--- config.mk ---
export PLATFORM = sky130hd
export DESIGN_NAME = psdsqrt_seq
export DESIGN_NICKNAME = d
export VERILOG_FILES = /design/src/rtl/psdsqrt_seq.sv
export SDC_FILE = /design/constraint.sdc
export NUM_CORES = 1
export LEC_CHECK = 0
export CAP_MARGIN = 5
export CELL_PAD_IN_SITES_DETAIL_PLACEMENT = 1
export CELL_PAD_IN_SITES_GLOBAL_PLACEMENT = 1
export CORE_MARGIN = 2
export CORE_UTILIZATION = 38
export DETAILED_ROUTE_END_ITERATION = 12
export HOLD_SLACK_MARGIN = 0.12
export PLACE_DENSITY_LB_ADDON = 0.1
export SLEW_MARGIN = 20
export SYNTH_ARGS = -nofsm -noshare
export SYNTH_HDL_FRONTEND = slang
export SYNTH_SLANG_ARGS = --single-unit
--- constraint.sdc ---
create_clock -name clock -period 22.1 [get_ports clock]
set_input_delay 3.315 -clock clock [delete_from_list [all_inputs] [get_ports clock]]
set_output_delay 3.315 -clock clock [all_outputs]
set_load 0.02 [all_outputs]
--- src/rtl/psdsqrt_seq.sv ---
// Sequencer for the iterative square-root core. It takes one operand at a time
// on a valid/ready handshake, issues the start pulse, and counts NBITSIN/2
// iteration cycles. It then issues the stop pulse, captures and range-checks the
// result, and holds it on a valid/ready output handshake.
module psdsqrt_seq #(
   parameter int unsigned NBITSIN = 32,
   parameter bit          CHECK   = 1'b1
) (
   input  logic                 clock,
   input  logic                 reset,
   input  logic                 in_valid,
   output logic                 in_ready,
   input  logic [NBITSIN-1:0]   in_x,
   output logic                 out_valid,
   input  logic                 out_ready,
   output logic [NBITSIN-1:0]   out_x,
   output logic [NBITSIN/2-1:0] out_sqrt,
   output logic                 out_err,
   output logic                 busy,
   output logic                 sq_start,
   output logic                 sq_stop,
   output logic [NBITSIN-1:0]   sq_xin,
   input  logic [NBITSIN/2-1:0] sq_sqrt
);

   localparam int unsigned NITER = NBITSIN / 2;
   localparam int unsigned CW    = (NITER > 1) ? $clog2(NITER) : 1;
   localparam int unsigned WX    = NBITSIN + 2;
   localparam int unsigned WS    = NBITSIN / 2;

   typedef enum logic [2:0] {
      S_IDLE    = 3'd0,
      S_START   = 3'd1,
      S_RUN     = 3'd2,
      S_STOP    = 3'd3,
      S_CAPTURE = 3'd4,
      S_HOLD    = 3'd5
   } state_e;

   state_e               state_q, state_d;
   logic [CW-1:0]        cnt_q, cnt_d;
   logic [NBITSIN-1:0]   opreg_q, opreg_d;
   logic [NBITSIN-1:0]   out_x_q, out_x_d;
   logic [WS-1:0]        out_sqrt_q, out_sqrt_d;
   logic                 out_err_q, out_err_d;
   logic                 in_ready_q, out_valid_q, busy_q, sq_start_q, sq_stop_q;

   logic [WX-1:0]        s_w, x_w, lo_w, hi_w;
   logic                 in_range_c;

   // Result range check: s^2 <= x < (s+1)^2, widened so (s+1)^2 cannot overflow
   always_comb begin
      s_w        = WX'(sq_sqrt);
      x_w        = WX'(opreg_q);
      lo_w       = s_w * s_w;
      hi_w       = (s_w + WX'(1)) * (s_w + WX'(1));
      in_range_c = (lo_w <= x_w) && (x_w < hi_w);
   end

   // Next-state and datapath updates
   always_comb begin
      state_d    = state_q;
      cnt_d      = cnt_q;
      opreg_d    = opreg_q;
      out_x_d    = out_x_q;
      out_sqrt_d = out_sqrt_q;
      out_err_d  = out_err_q;
      case (state_q)
         S_IDLE: begin
            if (in_valid) begin
               opreg_d = in_x;
               state_d = S_START;
            end
         end
         S_START: begin
            cnt_d   = '0;
            state_d = S_RUN;
         end
         S_RUN: begin
            cnt_d = cnt_q + CW'(1);
            if (cnt_q == CW'(NITER - 1)) state_d = S_STOP;
         end
         S_STOP: begin
            state_d = S_CAPTURE;
         end
         S_CAPTURE: begin
            out_sqrt_d = sq_sqrt;
            out_x_d    = opreg_q;
            out_err_d  = CHECK && !in_range_c;
            state_d    = S_HOLD;
         end
         S_HOLD: begin
            if (out_ready) state_d = S_IDLE;
         end
         default: begin
            state_d = S_IDLE;
         end
      endcase
   end

   // State, datapath and registered handshake/strobe flops (decoded from next state)
   always_ff @(posedge clock) begin
      if (reset) begin
         state_q     <= S_IDLE;
         cnt_q       <= '0;
         opreg_q     <= '0;
         out_x_q     <= '0;
         out_sqrt_q  <= '0;
         out_err_q   <= 1'b0;
         in_ready_q  <= 1'b1;
         out_valid_q <= 1'b0;
         busy_q      <= 1'b0;
         sq_start_q  <= 1'b0;
         sq_stop_q   <= 1'b0;
      end else begin
         state_q     <= state_d;
         cnt_q       <= cnt_d;
         opreg_q     <= opreg_d;
         out_x_q     <= out_x_d;
         out_sqrt_q  <= out_sqrt_d;
         out_err_q   <= out_err_d;
         in_ready_q  <= (state_d == S_IDLE);
         out_valid_q <= (state_d == S_HOLD);
         busy_q      <= (state_d != S_IDLE);
         sq_start_q  <= (state_d == S_START);
         sq_stop_q   <= (state_d == S_STOP);
      end
   end

   assign in_ready  = in_ready_q;
   assign out_valid = out_valid_q;
   assign busy      = busy_q;
   assign sq_start  = sq_start_q;
   assign sq_stop   = sq_stop_q;
   assign sq_xin    = opreg_q;
   assign out_x     = out_x_q;
   assign out_sqrt  = out_sqrt_q;
   assign out_err   = out_err_q;

endmodule

==> impl_metrics.prom <==
# TYPE chip_impl_metric gauge
chip_impl_metric{name="grt_remaining_overflow",unit=""} 0
chip_impl_metric{name="syn_to_final_growth",unit="%"} 12.7
chip_impl_metric{name="finalWirelength",unit="mm"} 64.0
chip_impl_metric{name="post_cts_hold_buffer_count",unit=""} 0
chip_impl_info{name="tritoncts",value="done"} 1
chip_impl_metric{name="multi_input_comb_area",unit="um^2"} 15900
chip_impl_metric{name="path_clk_slew",unit="ns"} 0.07
chip_impl_metric{name="worst_hold_slack_across_all_endpoints",unit="ns"} 0.456
chip_impl_metric{name="routedLengthMet1",unit="mm"} 28.2
chip_impl_metric{name="setup-tns-final",unit="ns"} 0
chip_impl_metric{name="syn-mean-instance-area",unit="um^2"} 8.46
chip_impl_metric{name="routed-wl-met2",unit="mm"} 32.8
chip_impl_metric{name="post_cts.repair.setup_buffers",unit=""} 0
chip_impl_metric{name="worstRegToRegCells",unit=""} 10
chip_impl_info{name="element_type_at_the_critical_path_start",value="input pin"} 1
chip_impl_metric{name="maxCapViolCount",unit=""} 0
chip_impl_metric{name="groute.usage.overall",unit="%"} 24.6
chip_impl_metric{name="via_count_normalized_by_instance_count",unit=""} 5.03
chip_impl_metric{name="final.setup_skew",unit="ns"} 0.0133
chip_impl_metric{name="critical_path.max_stage_delay",unit="ns"} 0.58
chip_impl_metric{name="firstDrtPassIters",unit=""} 5
chip_impl_metric{name="synthCells",unit=""} 2384
chip_impl_metric{name="die_y",unit="um"} 234
chip_impl_metric{name="drt_iter0_drc",unit=""} 583
chip_impl_metric{name="f_max",unit="GHz"} 0.0757
chip_impl_info{name="rsz0062_at_grt",value="false"} 1
chip_impl_metric{name="floorplan.initialDensity",unit="%"} 38.4
chip_impl_metric{name="yosysWarnings",unit=""} 0
chip_impl_metric{name="synth-seq-cells",unit=""} 93
chip_impl_metric{name="global_route_wire_length_before_repair",unit="mm"} 103
chip_impl_metric{name="clock_latency",unit="ns"} 0.37
chip_impl_info{name="routed.top_layer",value="met4"} 1
chip_impl_metric{name="post_drt_wl_per_cell",unit="um"} 20.0
chip_impl_metric{name="critical_path.max_fanout",unit=""} 25
chip_impl_metric{name="seq_area_frac_synth",unit="%"} 9.23
chip_impl_info{name="whs_endpoint",value="out_x[7]"} 1
chip_impl_metric{name="fillers",unit=""} 6288
chip_impl_metric{name="post-route-min-period",unit="ns"} 13.22
chip_impl_metric{name="crit_required",unit="ns"} 22.35
chip_impl_metric{name="routability_cong",unit=""} 0.839
chip_impl_metric{name="hold_viol_final",unit=""} 0
chip_impl_metric{name="core_region_area",unit="um^2"} 52600
chip_impl_metric{name="post_cts_resize_count",unit=""} 0
chip_impl_metric{name="remaining_drc_errors",unit=""} 0
chip_impl_metric{name="placement.io_buffers",unit=""} 137
chip_impl_metric{name="post_route_cells_drive_above_1_share",unit="%"} 2.76
chip_impl_metric{name="timing_max_transition_violations_final",unit=""} 0
chip_impl_metric{name="nNetsFinal",unit=""} 3175
chip_impl_info{name="worstHoldPathType",value="flip-flop to flip-flop"} 1
chip_impl_metric{name="routed-wl-met3",unit="mm"} 2.02
chip_impl_metric{name="place_hpwl",unit="mm"} 53.7
chip_impl_info{name="hold_start",value="out_x[7]"} 1
chip_impl_metric{name="vias_in_the_first_global_route",unit=""} 18300
chip_impl_metric{name="area_occupied_by_registers",unit="um^2"} 1860
chip_impl_metric{name="period_share",unit="%"} 59.8
chip_impl_metric{name="clkSinkCount",unit=""} 93
chip_impl_metric{name="worst_relative_slew_slack",unit="%"} 20.3
chip_impl_metric{name="min_path_cells",unit=""} 2
chip_impl_metric{name="grt_max_degree",unit=""} 49
chip_impl_info{name="startpoint_to_endpoint_class_of_the_critical_path",value="input pin to flip-flop"} 1
chip_impl_metric{name="row_count",unit=""} 84
chip_impl_metric{name="post_synth_num_cell_types",unit=""} 67
chip_impl_metric{name="finalCoreUtilization",unit="%"} 43.2
chip_impl_info{name="clock-root-buffer",value="sky130_fd_sc_hd__clkbuf_16"} 1
chip_impl_metric{name="detail-route-antenna-nets",unit=""} 0
chip_impl_metric{name="synth-edff-count",unit=""} 0
chip_impl_metric{name="rrSetupSlack",unit="ns"} 19.55
chip_impl_metric{name="floorplan.io_pins",unit=""} 138
chip_impl_info{name="crit_path_frequent_cell",value="sky130_fd_sc_hd__fa_1"} 1
chip_impl_metric{name="setup_viol",unit=""} 0
chip_impl_metric{name="syn_area",unit="um^2"} 20200
chip_impl_metric{name="antenna_found_initial",unit=""} 1
chip_impl_metric{name="die-area",unit="um^2"} 54900
chip_impl_metric{name="tightestPinTransition",unit="ns"} 1.19
chip_impl_metric{name="synthArstFlopShare",unit="%"} 0
chip_impl_info{name="outcome",value="completed"} 1
chip_impl_metric{name="cts_max_path_buffers",unit=""} 2
chip_impl_metric{name="die_w",unit="um"} 234
chip_impl_metric{name="worstPathArrival",unit="ns"} 13.46
chip_impl_info{name="crit_path_top_delay_cell",value="sky130_fd_sc_hd__fa_1"} 1
chip_impl_info{name="setup.worst_path.end_class",value="flip-flop"} 1
chip_impl_metric{name="htree_num_levels",unit=""} 3
chip_impl_info{name="dominantRegCellSynth",value="sky130_fd_sc_hd__dfxtp_1"} 1
chip_impl_info{name="critical_path.reg2reg.startpoint",value="sq_xin[17]"} 1
chip_impl_metric{name="clock_buffers_created_by_tritoncts",unit=""} 9
chip_impl_metric{name="dr_total_vias",unit=""} 16100
chip_impl_info{name="endpoint_of_the_worst_slack_reg_to_reg_timing_path",value="out_err"} 1
==> cells in the mapped netlist, types with 3 or more instances <==
master	instances	area share [%]
sky130_fd_sc_hd__inv_1	580	11
sky130_fd_sc_hd__fa_1	359	36
sky130_fd_sc_hd__nand2_1	317	5.9
sky130_fd_sc_hd__ha_1	264	16
sky130_fd_sc_hd__a21oi_1	154	3.8
sky130_fd_sc_hd__nor2_1	129	2.4
sky130_fd_sc_hd__dfxtp_1	93	9.2
sky130_fd_sc_hd__clkbuf_1	62	1.2
sky130_fd_sc_hd__xnor2_1	56	2.4
sky130_fd_sc_hd__a21o_1	50	1.9
sky130_fd_sc_hd__and2_1	49	1.5
sky130_fd_sc_hd__o21ai_0	35	0.87
sky130_fd_sc_hd__xor2_1	23	1.0
sky130_fd_sc_hd__nor3_1	21	0.52
sky130_fd_sc_hd__nand4_1	20	0.62
sky130_fd_sc_hd__nand3_1	19	0.47
sky130_fd_sc_hd__nand2b_1	12	0.37
sky130_fd_sc_hd__nor2b_1	11	0.34
sky130_fd_sc_hd__o21a_1	11	0.41
sky130_fd_sc_hd__a211oi_1	8	0.30
sky130_fd_sc_hd__o31ai_1	8	0.30
sky130_fd_sc_hd__and3_1	7	0.22
sky130_fd_sc_hd__clkinv_1	7	0.13
sky130_fd_sc_hd__o21bai_1	7	0.26
sky130_fd_sc_hd__or2_2	7	0.22
sky130_fd_sc_hd__buf_1	5	0.093
sky130_fd_sc_hd__or3_1	5	0.16
sky130_fd_sc_hd__o211ai_1	4	0.15
sky130_fd_sc_hd__a22oi_1	3	0.11
sky130_fd_sc_hd__a31oi_1	3	0.093
sky130_fd_sc_hd__buf_2	3	0.074
sky130_fd_sc_hd__inv_2	3	0.056
sky130_fd_sc_hd__nand3b_1	3	0.11
sky130_fd_sc_hd__nor4_1	3	0.093
==> worst max-delay path by stage <==
stage	startpoint	end	slack, ns	depth (start not counted)
after floorplan	sq_sqrt[0]	out_err	10.84	33
after global placement	sq_sqrt[0]	out_err	8.75	35
after detailed placement	sq_sqrt[0]	out_err	8.54	35
after CTS	sq_sqrt[0]	out_err	8.90	35
after global routing	sq_sqrt[0]	out_err	8.17	35
final	sq_sqrt[0]	out_err	8.88	35
==> state kept, by name, summed over array words and instances, names as in the netlist <==
register and cells:
out_x 32, sq_xin 32, out_sqrt 16, cnt_q 4
state_q 3, busy 1, in_ready 1, out_err 1
out_valid 1, sq_start 1, sq_stop 1
==> area by class of cell <==
| cell class | count | share of cell area [%] |
|---|---|---|
| diodes | 1 | 0.0110 |
| clock buffers | 9 | 0.991 |
| clock inverters | 6 | 0.413 |
| inverters | 590 | 9.75 |
| multi-input cells | 1640 | 69.9 |
| flip-flops and latches | 93 | 8.19 |
| well taps | 688 | 3.79 |
| repair buffers | 166 | 6.97 |
==> per-layer routing <==
layer	track usage, %	vias to the layer above
li1	-	7518
met1	31.6	8290
met2	44.4	213
met3	2.98	44
met4	4.40	0
met5	0	-
==> placed cells by master, fill, tap and decap left out, types with 49 or more instances in the layout <==
cell                              instances
sky130_fd_sc_hd__clkdlybuf4s50_1        136
sky130_fd_sc_hd__a21oi_1                154
sky130_fd_sc_hd__nand2_1                316
sky130_fd_sc_hd__dfxtp_1                 93
sky130_fd_sc_hd__fa_1                   359
sky130_fd_sc_hd__inv_1                  580
sky130_fd_sc_hd__a21o_1                  50
sky130_fd_sc_hd__and2_1                  49
sky130_fd_sc_hd__nor2_1                 129
sky130_fd_sc_hd__xnor2_1                 54
sky130_fd_sc_hd__ha_1                   264
==> metrics by stage <==
stage                     cells  setup WS [ns]  cell area [um^2]
after floorplan            2394          10.84             20200
after global placement     3177           8.75             22400
after detailed placement   3177           8.54             22400
after CTS                  3192           8.90             22700
after global routing       3193           8.17             22700
final                      3193           8.88             22700
==> critical path, delay by kind of cell <==
| kind | cells | cell delay (ns) |
|---|---|---|
| fa+ha+maj | 9 | 4.00 |
| compound gates | 11 | 2.74 |
| buf+inv | 8 | 1.60 |
| simple gates | 5 | 1.20 |
| xor+xnor | 2 | 0.56 |
==> cell families (layout without fill, tap and decap cells) <==
group | after synthesis | in the layout | share of synthesized area [%]
AO/OA/AOI/OAI | 312 | 312 | 9.50
other | 2 | 13 | 0.0372
buffers and inverters | 661 | 771 | 12.3
XOR/XNOR | 80 | 80 | 3.51
adder cells (fa/ha/maj) | 623 | 623 | 52.0
flip-flops | 93 | 93 | 9.23
multiplexers | 1 | 1 | 0.0558
AND/OR/NAND/NOR | 612 | 612 | 13.3
Power is left out: the tool's default activity adds up to more than one toggle a clock period on the data nets, which glitch-free logic cannot reach.
